===== src/rtl/pc_sequencer.sv =====
// Fetch-stage program counter: sequential, pseudo-direct jump,
// branch, and call/return through a small return-address stack.
//
// Ports:
//   CLK, Reset_n    clock (rising edge), async active-low reset
//   PCWrite, Op     execute Op at this edge when PCWrite=1
//   Cond, Target    branch condition, pre-shifted 14-bit target
//   PC, PCPlus2     current fetch address and its successor
//   Depth           valid return-stack entries
//   StackFull/Empty stack occupancy flags
//   StackErr        sticky overflow/underflow flag
module pc_sequencer #(
  parameter int PC_WIDTH = 16,
  parameter logic [PC_WIDTH-1:0] RESET_VECTOR = '0,
  parameter int STACK_DEPTH = 4
) (
  input  logic                CLK,
  input  logic                Reset_n,
  input  logic                PCWrite,
  input  logic [2:0]          Op,
  input  logic                Cond,
  input  logic [13:0]         Target,
  output logic [PC_WIDTH-1:0] PC,
  output logic [PC_WIDTH-1:0] PCPlus2,
  output logic [3:0]          Depth,
  output logic                StackFull,
  output logic                StackEmpty,
  output logic                StackErr
);

  localparam int SP_W = $clog2(STACK_DEPTH);
  localparam logic [3:0] FULL_D = 4'(STACK_DEPTH);

  typedef enum logic [2:0] {
    OP_NEXT   = 3'b000,
    OP_JUMP   = 3'b001,
    OP_CALL   = 3'b010,
    OP_RET    = 3'b011,
    OP_BRANCH = 3'b100
  } op_e;

  logic [PC_WIDTH-1:0] pcReg;
  logic [PC_WIDTH-1:0] pcNext;
  logic [PC_WIDTH-1:0] ja;
  logic [3:0]          depthReg;
  logic [3:0]          depthNext;
  logic                errReg;
  logic                errNext;
  logic                push;
  logic [SP_W-1:0]     pushIdx;
  logic [SP_W-1:0]     topIdx;
  logic [PC_WIDTH-1:0] stack [STACK_DEPTH];

  assign PCPlus2    = pcReg + PC_WIDTH'(2);
  assign StackFull  = (depthReg == FULL_D);
  assign StackEmpty = (depthReg == 4'd0);
  assign PC         = pcReg;
  assign Depth      = depthReg;
  assign StackErr   = errReg;

  // Target[0] is masked rather than dropped so the
  // jump address is always halfword aligned.
  assign ja = {pcReg[PC_WIDTH-1:14], Target[13:1],
               Target[0] & 1'b0};

  assign pushIdx = depthReg[SP_W-1:0];
  assign topIdx  = SP_W'(depthReg - 4'd1);

  always_comb begin
    pcNext    = pcReg;
    depthNext = depthReg;
    errNext   = errReg;
    push      = 1'b0;
    if (PCWrite) begin
      case (Op)
        OP_NEXT: pcNext = PCPlus2;
        OP_JUMP: pcNext = ja;
        OP_CALL: begin
          if (!StackFull) begin
            push      = 1'b1;
            depthNext = depthReg + 4'd1;
            pcNext    = ja;
          end else begin
            pcNext  = PCPlus2;
            errNext = 1'b1;
          end
        end
        OP_RET: begin
          if (!StackEmpty) begin
            depthNext = depthReg - 4'd1;
            pcNext    = stack[topIdx];
          end else begin
            pcNext  = PCPlus2;
            errNext = 1'b1;
          end
        end
        OP_BRANCH: pcNext = Cond ? ja : PCPlus2;
        default: ;
      endcase
    end
  end

  always_ff @(posedge CLK or negedge Reset_n) begin
    if (!Reset_n) begin
      pcReg    <= RESET_VECTOR;
      depthReg <= '0;
      errReg   <= 1'b0;
    end else begin
      pcReg    <= pcNext;
      depthReg <= depthNext;
      errReg   <= errNext;
    end
  end

  // Entries at or above Depth are dead, so the array
  // needs no reset.
  always_ff @(posedge CLK) begin
    if (push) stack[pushIdx] <= PCPlus2;
  end

endmodule


===== config.mk =====
export PLATFORM = sky130hd
export DESIGN_NAME = pc_sequencer
export DESIGN_NICKNAME = d
export VERILOG_FILES = /design/src/rtl/pc_sequencer.sv
export SDC_FILE = /design/constraint.sdc
export NUM_CORES = 1
export LEC_CHECK = 0
export BUFFER_PORTS_ARGS = -buffer_cell sky130_fd_sc_hd__buf_4
export CAP_MARGIN = 20
export CORE_MARGIN = 2
export CORE_UTILIZATION = 59
export DETAILED_ROUTE_END_ITERATION = 10
export GPL_TIMING_DRIVEN = 0
export PLACE_DENSITY_LB_ADDON = 0.15
export SETUP_SLACK_MARGIN = 0.05
export SYNTH_ARGS = -nofsm -noshare
export SYNTH_HDL_FRONTEND = slang
export SYNTH_SLANG_ARGS = --single-unit

===== constraint.sdc =====
create_clock -name CLK -period 6.1 [get_ports CLK]
set_clock_uncertainty 0.15 [all_clocks]
set_input_delay 1.22 -clock CLK [delete_from_list [all_inputs] [get_ports CLK]]
set_output_delay 1.22 -clock CLK [all_outputs]
set_load 0.1 [all_outputs]

# Yosys cells after proc, flatten, opt, wreduce, memory -nomap -nowiden

Memory sizes are Yosys's and may differ from the RTL's.
Cells that the tools add are included.
Widths: inputs -> output; s select.

Bitwise logic cells: 1
$add $sub $neg: 3
Equal/unequal tests: 10
Muxes and demuxes: 15
Reduce and logical (&&, ||, !) cells: 9

Operators with widths:

| cell                  | count |
|---|---|
| $pmux 16 s5           | 1 |
| $mux 16               | 3 |
| $add 16x2->16 const B | 1 |
| $ne 2x2->1 const B    | 5 |
| $mux 4                | 2 |
| $pmux 4 s2            | 1 |
| $reduce_and 4->1      | 2 |
| $mux 1                | 7 |
| $eq 3x2->1 const B    | 2 |
| $reduce_and 5->1      | 1 |
| $reduce_bool 5->1     | 1 |
| $add 4x1->4 const B   | 1 |
| $eq 4x3->1 const B    | 1 |
| $logic_not 4->1       | 1 |
| $reduce_bool 4->1     | 1 |
| $sub 4x1->4 const B   | 1 |
| $eq 3x1->1 const B    | 1 |
| $eq 3x3->1 const B    | 1 |
| $logic_not 3->1       | 1 |
| $pmux 1 s2            | 1 |
| $reduce_and 2->1      | 1 |
| $reduce_bool 2->1     | 1 |
| $not 1->1             | 1 |

Flip-flop bits (word level): 21
Memories kept: 1
Bits in writable memories: 64
Bits of input ports: 21
Logic and storage cells: 43
Output and inout bits: 39

Memory list:

| memory | words | bits a word | read ports | clocked after memory_dff | wr ports | line | source |
|---|---|---|---|---|---|---|---|
| stack  | 4     | 16          | 1          | 0                        | 1        | 52   | `logic [PC_WIDTH-1:0] stack [STACK_DEPTH];` |

# Depth between registers and ports, before layout

Gate-level depths: netlist (run 1).

Depth after elaboration: 6
Depth in mapped cells: 11

# Worst setup path after synthesis (run 1)

Ideal clock, no wire load.

Path kind: reg-to-output
From: reg pcReg[3] (netlist: PC[3])
To: out PCPlus2[12]
Arrival time: 3.650 ns
Cell stages (with the launch flop): 6
Data required time: 4.730 ns
Path slack: 1.080 ns
Cells stage by stage: dfrtp_1 > buf_2 > nand3_2 > or4_4 > nor2_1 > xor2_1

Longest elaborated chain between the ends: 1

RTL lines:

| element                | line | source |
|---|---|---|
| from (decl)            | 42   | `logic [PC_WIDTH-1:0] pcReg;` |
| from (signal assigned) | 109  | `pcReg <= pcNext;` |
| $add 16x2->16          | 54   | `assign PCPlus2 = pcReg + PC_WIDTH'(2);` |
| to (decl)              | 24   | `output logic [PC_WIDTH-1:0] PCPlus2,` |

No other way between the ends.

# Worst setup path after layout (run 1)

Ends and elaborated chain as after synthesis.

==> impl_metrics.env, run 1 <==
export IMPL_status="finished clean"
export IMPL_worst_slew_margin=0.3847
export IMPL_hpwl_mm=5.628
export IMPL_clock_sinks=85
export IMPL_postSynthNetCount=289
export IMPL_final_hold_viol_count=0
export IMPL_maximum_buffer_depth_of_the_clock_tree=2
export IMPL_fp_dieArea_um2=7292
export IMPL_die_width_um=85.40
export IMPL_initial_utilization=0.6121
export IMPL_finalWorstPathRequiredPeriod_ns=3.949
export IMPL_maxClockFrequency_ghz=0.2533
export IMPL_timing_critical_path_cells="buf_2 -> nand3_2 -> or4_4 -> nor2_1 -> xor2_1 -> buf_4"
export IMPL_placeableCoreArea_um2=6386
export IMPL_route_vias_total=2542
export IMPL_detail_route_wl_per_cell_um=20.19
export IMPL_dr_pass1_iters=4
export IMPL_timing_worst_slew_pin_value_ns=0.9229
export IMPL_cts_max_level=3
export IMPL_synthArstFlopShare=0.2471
export IMPL_synth_enable_flop_cells=64
export IMPL_layout_drive_gt1_share=0.3333
export IMPL_post_route_period_util=0.6473
export IMPL_min_from="StackErr"
export IMPL_dominantRegCellSynth="sky130_fd_sc_hd__edfxtp_1"
export IMPL_cp_max_fo=7
export IMPL_detail_route_vias_per_cell=6.155
export IMPL_yosysWarningCount=0
export IMPL_share_of_the_yosys_chip_area_belonging_to_registers=0.6261
export IMPL_die_height_um=85.40
export IMPL_report_final_setup_viol=0
export IMPL_rows=29
export IMPL_global_route_wire_length_before_repair_mm=13.14
export IMPL_number_of_routed_nets_with_antenna_violations=0
export IMPL_rsz0062_at_grt="false"
export IMPL_routed_wl_mm=8.339
export IMPL_synth_cell_area_um2=3909
export IMPL_globalRoute_totalOverflow=0
export IMPL_routabilityCongestion=0.8160
export IMPL_mostFrequentLayoutCells="64 x sky130_fd_sc_hd__edfxtp_1, 61 x sky130_fd_sc_hd__buf_4, 21 x sky130_fd_sc_hd__dfrtp_1, 21 x sky130_fd_sc_hd__nand2_1, 16 x sky130_fd_sc_hd__mux4_2"
export IMPL_grt_pass1_vias=2497
export IMPL_worst_skew_pair_late_latency_ns=0.34
export IMPL_synth_area_per_cell_um2=14.86
export IMPL_num_nets_final=357
export IMPL_cts_hold_repair_buffers=0
export IMPL_post_synth_num_cell_types=46
export IMPL_cpPeakStageDelay_ns=0.59
export IMPL_r2r_start="Depth[0]"
export IMPL_num_io_pins=60
export IMPL_timing_critical_path_from_type="flop"
export IMPL_synth_seq_cells=85
export IMPL_cp_data_required_time_ns=4.73
export IMPL_totalNegativeSetupSlack_ns=0
export IMPL_area_delta_synth_final_pct=18.28
export IMPL_diodes=0
export IMPL_crit_type="flop to output pin"
export IMPL_worstHoldPathType="flop to flop"
export IMPL_largest_net_degree_at_the_start_of_global_routing=22
export IMPL_syn_inst=263
export IMPL_timing_max_cap_violations=0
export IMPL_mostFrequentLayoutCell="sky130_fd_sc_hd__edfxtp_1"
export IMPL_end_kind="output pin"
export IMPL_final_slew_viol_count=0
export IMPL_grt_antenna_before_repair=0
export IMPL_cts_repair_resize_count=0
export IMPL_placement_io_buffers=57
export IMPL_groute_usage_overall=0.2419
export IMPL_clock_root_buffer="sky130_fd_sc_hd__clkbuf_8"
export IMPL_setup_worst_path_start="PC[3]"
export IMPL_path_clk_slew_ns=0.09
export IMPL_first_iter_violations=222
export IMPL_drc=0
export IMPL_tritoncts_num_buffers=9
export IMPL_critical_path_slowest_cell="sky130_fd_sc_hd__or4_4"
export IMPL_tritoncts="built"
export IMPL_worst_endpoint_arrival_ns=2.58
export IMPL_cts_post_setup_buffers_inserted=0
## Yosys cell counts (all sizes together), types with 6 or more instances
library cell | number | share of area
inv | 7 | 0.0067
buf | 12 | 0.025
xnor2 | 11 | 0.025
dfrtp | 21 | 0.13
a222oi | 10 | 0.026
and2 | 6 | 0.010
nor2 | 12 | 0.012
mux4 | 16 | 0.092
o21ai | 18 | 0.023
xor2 | 7 | 0.016
edfxtp | 64 | 0.49
nand2 | 21 | 0.020
## worst max-delay path: cells and delay by family (launching register included)
| kind | cells | cell delay (ns) |
|---|---|---|
| AND/OR/NAND/NOR | 3 | 0.94 |
| buffers and inverters | 2 | 0.56 |
| XOR/XNOR | 1 | 0.38 |
| flip-flops | 1 | 0.36 |
## state kept, by name (all words and copies together) (netlist names)
| name | flops |
|---|---|
| Depth | 4 |
| StackErr | 1 |
| stack | 64 |
| PC | 16 |
## path summary, 6_finish.rpt
check                              endpoint  slack, ns  depth (start not counted)
worst max-delay path            PCPlus2[12]       2.15                          6
worst min-delay path               StackErr       0.33                          1
worst max register to register        PC[4]       2.70                          9
worst min register to register     StackErr       0.33                          1
max in group asynchronous            PC[10]       4.94                          1
min in group asynchronous             PC[3]       0.61                          1
## kinds of logic after synthesis
family / share of synthesized area
DFF: 0.6261
and+or+nand+nor: 0.1063
AOI/OAI and AO/OA: 0.07971
buffers and inverters: 0.03361
xor gates and xnor gates: 0.04033
muxes: 0.09795
adders and majority gates: 0.01601
## cell type report
type                       count  area [um2]
timing repair buffer          57       427.9
clock inverter                 6       62.56
clock buffer                  10       127.6
tap                           77       96.34
inverter                       7       26.28
buffer                        14       105.1
multi-input combinational    157        1330
sequential                    85        2447
fill                         445        1763
## through the flow
step	std cells	hold slack, ns	utilization	setup slack (ns)	cell area [um2]
5_1_grt	413	0.3596	0.7239	1.965	4623
3_3_place_gp	397	0.3140	0.6942	2.531	4433
4_1_cts	413	0.3390	0.7239	2.141	4623
6_report	413	0.3332	0.7239	2.151	4623
2_1_floorplan	263	0.5276	-	1.080	3909
3_5_place_dp	397	0.3216	0.6942	2.541	4433
## layer usage
layer,GRT usage,up-vias,routed length (um)
met5,0,-,0
met4,0.07215,0,75
met3,0.04572,8,578
met2,0.3942,80,4153
met1,0.3365,1290,3532
li1,-,1164,-
Power of run 1 is left out: the tool's default activity adds up to more than one toggle a clock period on the data nets, which glitch-free logic cannot reach.
==> run 2, diff against run 1 <==
- ABC_AREA: not set -> 1
- CORE_UTILIZATION: 59 -> 52
- clock period: 6.1 -> 3.3 ns (I/O delays scaled with it)
==> run 2 against run 1 <==
Routed wire length increased by 28%. Critical path type unchanged. Synthesized area increased by 10%. Critical path depth increased by 1. Synthesized cell count increased by 79%. Worst hold slack got worse by 0.29 ns. Non-clock buffer count increased by 6. Count of clock-buffer cells in the layout decreased by 1. Final cell count increased by 59%. Flip-flop and latch count unchanged. Via count increased by 36%. Critical endpoint is now StackFull. Largest cell class unchanged. Register-to-register slack got worse by 2.3 ns. Highest routed layer unchanged.
==> impl_metrics.env, run 2 <==
export IMPL_status="finished clean"
export IMPL_maxClockFrequency_ghz=0.3254
export IMPL_power_report_internal_total_w=0.002274
export IMPL_first_iter_violations=239
export IMPL_totalNegativeSetupSlack_ns=0
export IMPL_synth_most_common_cell="sky130_fd_sc_hd__nand2_1"
export IMPL_dr_pass1_iters=4
export IMPL_yosysWarningCount=0
export IMPL_synth_enable_flop_cells=64
export IMPL_post_synth_num_cell_types=36
export IMPL_die_width_um=94.99
export IMPL_maximum_buffer_depth_of_the_clock_tree=2
export IMPL_placed_cell_areas_um2=4954
export IMPL_synth_area_leaders="sky130_fd_sc_hd__edfxtp_1 45%, sky130_fd_sc_hd__dfrtp_1 12%, sky130_fd_sc_hd__nand2_1 11%, sky130_fd_sc_hd__nor2_1 6.9%, sky130_fd_sc_hd__nand3_1 5.9%"
export IMPL_crit_buf_inv=5
export IMPL_path_clk_slew_ns=0.09
export IMPL_timing_worst_slew_pin_value_ns=0.6127
export IMPL_largest_net_degree_at_the_start_of_global_routing=22
export IMPL_cts_post_setup_buffers_inserted=0
export IMPL_detail_route_vias_per_cell=5.284
export IMPL_worstHoldPathType="input port to async pin"
export IMPL_ir_worst_vdd_uv=634.5
export IMPL_postLayoutCellArea_um2=5135
export IMPL_placeableCoreArea_um2=8134
export IMPL_rsz0062_at_grt="false"
export IMPL_grt_pass1_vias=3233
export IMPL_global_route_wire_length_before_repair_mm=16.78
export IMPL_worst_skew_pair_late_latency_ns=0.35
export IMPL_detail_route_wl_per_cell_um=16.32
export IMPL_synth_seq_cells=85
export IMPL_netlist_top_cells_count="128 x sky130_fd_sc_hd__nand2_1, 79 x sky130_fd_sc_hd__nor2_1, 64 x sky130_fd_sc_hd__edfxtp_1"
export IMPL_report_final_setup_viol=0
export IMPL_synthArstFlopShare=0.2471
export IMPL_worst_reg_to_reg_path_cell_count=8
export IMPL_number_of_routed_nets_with_antenna_violations=0
export IMPL_sw_frac_of_total=0.5582
export IMPL_cts_max_level=3
export IMPL_power_frac_clock=0.128
export IMPL_total_power_w=0.005146
export IMPL_mostFrequentLayoutCell="sky130_fd_sc_hd__nand2_1"
export IMPL_synth_area_per_cell_um2=9.122
export IMPL_worst_r2r_setup_slack_ns=0.45
export IMPL_seqPwrFrac=0.291
export IMPL_timing_max_cap_violations=0
export IMPL_worst_slew_margin=0.5911
export IMPL_area_delta_synth_final_pct=19.27
export IMPL_timing_critical_path_from_type="flop"
export IMPL_regToRegEndpoint="stack[1][0]"
export IMPL_share_of_the_yosys_chip_area_belonging_to_registers=0.5684
export IMPL_placement_io_buffers=58
export IMPL_netlist_area_leader_share=0.4464
export IMPL_postSynthNetCount=498
export IMPL_syn_inst=472
export IMPL_max_flop_register="stack"
export IMPL_clock_sinks=85
export IMPL_post_route_period_util=0.9312
export IMPL_route_vias_total=3461
export IMPL_cp_data_required_time_ns=2.49
export IMPL_tritoncts_num_buffers=9
export IMPL_rows=33
export IMPL_timing_critical_path_cells="buf_2 -> inv_2 -> clkbuf_4 -> ha_1 -> nand3_2 -> clkinvlp_4 -> buf_4"
export IMPL_post_route_util=0.6313
export IMPL_clock_root_buffer="sky130_fd_sc_hd__clkbuf_8"
export IMPL_cp_max_fo=11
export IMPL_synth_cell_area_um2=4305
export IMPL_hpwl_mm=7.711
export IMPL_fp_dieArea_um2=9023
export IMPL_net_switching_power_w=0.002873
export IMPL_hold_slack_ns=0.04408
export IMPL_groute_usage_overall=0.2546
export IMPL_num_io_pins=60
export IMPL_diodes=0
export IMPL_mostFrequentLayoutCells="128 x sky130_fd_sc_hd__nand2_1, 75 x sky130_fd_sc_hd__nor2_1, 64 x sky130_fd_sc_hd__edfxtp_1"
export IMPL_dominantRegCellSynth="sky130_fd_sc_hd__edfxtp_1"
export IMPL_finalWorstPathRequiredPeriod_ns=3.073
export IMPL_crit_type="flop to output pin"
export IMPL_critical_path_slowest_cell="sky130_fd_sc_hd__dfrtp_2"
export IMPL_end_kind="output pin"
export IMPL_cts_hold_repair_buffers=0
export IMPL_synth_top_cell_by_area="sky130_fd_sc_hd__edfxtp_1"
export IMPL_globalRoute_totalOverflow=0
export IMPL_drc=0
export IMPL_power_frac_comb=0.581
export IMPL_tritoncts="built"
export IMPL_die_height_um=94.99
export IMPL_cpPeakStageDelay_ns=0.44
export IMPL_grt_antenna_before_repair=0
export IMPL_worst_endpoint_arrival_ns=2.26
export IMPL_leak_nw=2.208
export IMPL_routed_wl_mm=10.69
export IMPL_largest_register_ffs=64
export IMPL_num_nets_final=571
export IMPL_r2r_start="Depth[0]"
export IMPL_final_slew_viol_count=0
export IMPL_cellPowerDensity_nw_per_um2=1002
export IMPL_final_hold_viol_count=0
export IMPL_worst_path_dominant_cell_family="buffers and inverters"
export IMPL_initial_utilization=0.5293
export IMPL_layout_drive_gt1_share=0.2400
export IMPL_routabilityCongestion=0.9181
-- run 2: per-layer routing --
metal	global-route usage	routed length (um)
met5	0	0
met1	0.3423	4640
met3	0.03591	608
met2	0.4149	5175
met4	0.1087	263
-- run 2: layout make-up --
class	instances	area, um2
Sequential cell	85	2451
Clock inverter	7	50.05
Tap cell	105	131.4
Inverter	44	176.4
Buffer	15	101.3
Fill cell	691	2999
Clock buffer	9	123.9
Timing Repair Buffer	62	491.7
Multi-Input combinational cell	328	1609
-- run 2: power by group through the flow --
stage / Clock (W) / Sequential [W] / Combinational (W)
after floorplan: 0 / 0.00211 / 0.00166
after global placement: 0 / 0.00151 / 0.00291
after detailed placement: 0 / 0.00152 / 0.00297
after CTS: 0.000665 / 0.00149 / 0.00298
after global routing: 0.000711 / 0.00152 / 0.00318
final: 0.000658 / 0.00150 / 0.00299
-- run 2: cell families (layout without fill, tap and decap cells) --
family	count (synthesis)	in the layout	share of synthesized area
DFF	85	85	0.5684
AOI/OAI and AO/OA	26	26	0.03691
and+or+nand+nor	290	290	0.3028
adders and majority gates	5	5	0.01453
buffers and inverters	59	137	0.06307
xor gates and xnor gates	7	7	0.01424
-- run 2: what timing repair did --
item | 4_1_cts | 5_1_grt
gates resized for setup | 0 | 2
endpoints found under the setup margin | 0 | 1
hold endpoints to repair | 0 | 0
-- run 2: worst max path at each step --
stage	start	to	slack, ns	cells after the start
detailed placement	Depth[0]	stack[0][7]	0.37	8
floorplan	PC[3]	PCPlus2[8]	0.15	5
global route	PC[1]	PCPlus2[15]	0.10	8
CTS	Depth[0]	StackFull	0.08	7
global placement	Depth[0]	stack[3][6]	-0.25	7
finish	Depth[0]	StackFull	0.23	7
-- run 2: through the flow --
| stage | setup WS [ns] | std cells |
|---|---|---|
| 2_1_floorplan | 0.1466 | 472 |
| 3_3_place_gp | -0.2479 | 635 |
| 3_5_place_dp | 0.3724 | 639 |
| 4_1_cts | 0.07988 | 655 |
| 5_1_grt | 0.1011 | 655 |
| 6_report | 0.2269 | 655 |
(Power assumes the default switching activity.)
==> run 3, diff against run 2 <==
- PLACE_DENSITY: not set -> 0.8
- PLACE_DENSITY_LB_ADDON: 0.15 -> not set
==> run 3 against run 2 <==
Global-route usage up 0.26 points. Flip-flop and latch count unchanged. Total power grew 1.8%. First-iteration DRC count up 6.3%. Largest power group unchanged. Combinational power about the same. Sequential share of layout area down 0.23 points. Final cell count is the same. Sequential power hardly changed. Non-clock buffer count stayed put. Die area stayed put. Largest cell class unchanged. Worst hold slack got worse by 0.013 ns.
==> impl_metrics.env, run 3 (synthesized netlist as in run 2, its figures left out) <==
export IMPL_status="finished clean"
export IMPL_area_delta_synth_final_pct=19.85
export IMPL_clock_sinks=85
export IMPL_cts_hold_repair_buffers=0
export IMPL_layout_drive_gt1_share=0.2400
export IMPL_timing_critical_path_from_type="flop"
export IMPL_post_route_period_util=0.9315
export IMPL_first_iter_violations=254
export IMPL_worst_endpoint_arrival_ns=2.26
export IMPL_post_route_util=0.6344
export IMPL_placement_io_buffers=58
export IMPL_crit_type="flop to output pin"
export IMPL_initial_utilization=0.5293
export IMPL_maximum_buffer_depth_of_the_clock_tree=2
export IMPL_cp_max_fo=11
export IMPL_mostFrequentLayoutCells="128 x sky130_fd_sc_hd__nand2_1, 75 x sky130_fd_sc_hd__nor2_1, 64 x sky130_fd_sc_hd__edfxtp_1"
export IMPL_routed_wl_mm=10.79
export IMPL_worst_skew_pair_late_latency_ns=0.36
export IMPL_timing_worst_slew_pin_value_ns=0.6170
export IMPL_cts_max_level=3
export IMPL_die_height_um=94.99
export IMPL_rsz0062_at_grt="false"
export IMPL_tritoncts="built"
export IMPL_report_final_setup_viol=0
export IMPL_largest_register_ffs=64
export IMPL_seq_area_um2=2451
export IMPL_fp_dieArea_um2=9023
export IMPL_multi_input_comb_area_um2=1609
export IMPL_final_hold_viol_count=0
export IMPL_final_slew_viol_count=0
export IMPL_largest_net_degree_at_the_start_of_global_routing=22
export IMPL_maxClockFrequency_ghz=0.3253
export IMPL_placeableCoreArea_um2=8134
export IMPL_clock_root_buffer="sky130_fd_sc_hd__clkbuf_8"
export IMPL_regToRegEndpoint="stack[2][6]"
export IMPL_worstHoldPathType="input port to async pin"
export IMPL_end_kind="output pin"
export IMPL_leak_nw=2.226
export IMPL_r2r_start="Depth[0]"
export IMPL_cpPeakStageDelay_ns=0.44
export IMPL_finalWorstPathRequiredPeriod_ns=3.074
export IMPL_path_clk_slew_ns=0.08
export IMPL_detail_route_vias_per_cell=5.351
export IMPL_globalRoute_totalOverflow=0
export IMPL_worst_slew_margin=0.5882
export IMPL_cellPowerDensity_nw_per_um2=1015
export IMPL_drc=0
export IMPL_grt_antenna_before_repair=0
export IMPL_cts_post_setup_buffers_inserted=0
export IMPL_worst_reg_to_reg_path_cell_count=8
export IMPL_worst_r2r_setup_slack_ns=0.41
export IMPL_number_of_routed_nets_with_antenna_violations=0
export IMPL_num_io_pins=60
export IMPL_placement_setup_worst_slack_ns=0.3210
export IMPL_die_width_um=94.99
export IMPL_routabilityCongestion=0.9084
export IMPL_mostFrequentLayoutCell="sky130_fd_sc_hd__nand2_1"
export IMPL_hpwl_mm=7.570
export IMPL_cts_repair_resize_count=0
export IMPL_route_vias_total=3505
export IMPL_grt_pass1_vias=3252
export IMPL_worst_slack_ns=0.2259
export IMPL_max_flop_register="stack"
export IMPL_ir_worst_vdd_uv=884.6
export IMPL_timing_max_cap_violations=0
export IMPL_groute_usage_overall=0.2572
export IMPL_tritoncts_num_buffers=9
export IMPL_fillCellCount=680
export IMPL_critical_path_slowest_cell="sky130_fd_sc_hd__dfrtp_2"
export IMPL_diodes=0
export IMPL_num_nets_final=571
export IMPL_dr_pass1_iters=5
export IMPL_setup_worst_path_start="Depth[0]"
export IMPL_global_route_wire_length_before_repair_mm=17.00
export IMPL_rows=33
export IMPL_cp_data_required_time_ns=2.49
export IMPL_detail_route_wl_per_cell_um=16.47
export IMPL_timing_critical_path_cells="buf_2 -> inv_2 -> clkbuf_4 -> ha_1 -> nand3_2 -> clkinvlp_4 -> buf_4"
run 3: cell count changes in the layout (fill, tap and decap cells not counted):
cell | before | now
sky130_fd_sc_hd__buf_6 | 2 | 3
sky130_fd_sc_hd__clkinvlp_4 | 3 | 2
sky130_fd_sc_hd__buf_8 | 3 | 2
sky130_fd_sc_hd__clkinv_2 | 1 | 2
sky130_fd_sc_hd__clkbuf_8 | 9 | 11
sky130_fd_sc_hd__clkinv_4 | 3 | 1
sky130_fd_sc_hd__inv_6 | 1 | 0
sky130_fd_sc_hd__clkbuf_1 | 0 | 1
sky130_fd_sc_hd__bufinv_16 | 0 | 1
sky130_fd_sc_hd__clkinv_1 | 2 | 1
run 3: stage by stage:
stage                     cells  instance area (um2)  hold WS (ns)  setup TNS [ns]  power [W]
after detailed placement    639                 4950        0.3253               0   0.004470
after global routing        655                 5160       0.05153               0   0.005492
final                       655                 5160       0.03091               0   0.005240
after global placement      635                 4887        0.3236          -12.86   0.004398
after CTS                   655                 5152       0.04119               0   0.005228
after floorplan             472                 4320        0.2144               0   0.003771
run 3: area by class of cell:
type / count / share of cell area
Tap cell: 105 / 0.02546
Multi-Input combinational cell: 328 / 0.3118
Buffer: 15 / 0.01964
Clock buffer: 12 / 0.03007
Sequential cell: 85 / 0.4750
Inverter: 44 / 0.03419
Timing Repair Buffer: 62 / 0.09457
Clock inverter: 4 / 0.009214
run 3: power by group:
part,internal [W],switching [W]
combinational,0.000643,0.00234
sequential,0.00136,0.000140
clock,0.000389,0.000367
total,0.00239,0.00285
run 3: how the worst max path moves through the flow:
stage,endpoint,slack [ns],cells past startpoint
after floorplan,PCPlus2[8],0.15,5
after global routing,StackFull,0.12,7
after global placement,stack[3][6],-0.26,7
after CTS,StackFull,0.08,7
final,StackFull,0.23,7
after detailed placement,stack[2][6],0.32,8
run 3: critical path: cells and delay by family, from the launching register on:
family / cells / cell delay [ns]
buffers and inverters: 5 / 0.96
DFF: 1 / 0.44
adders and majority gates: 1 / 0.31
and+or+nand+nor: 1 / 0.18
run 3: metal layers:
layer  global-route usage  routed length (um)  up-vias
met5                    0                   0        -
met4              0.09300                 159        0
met3              0.03751                 816       16
met2               0.4279                5433      145
met1               0.3450                4376     1659
li1                     -                   -     1685
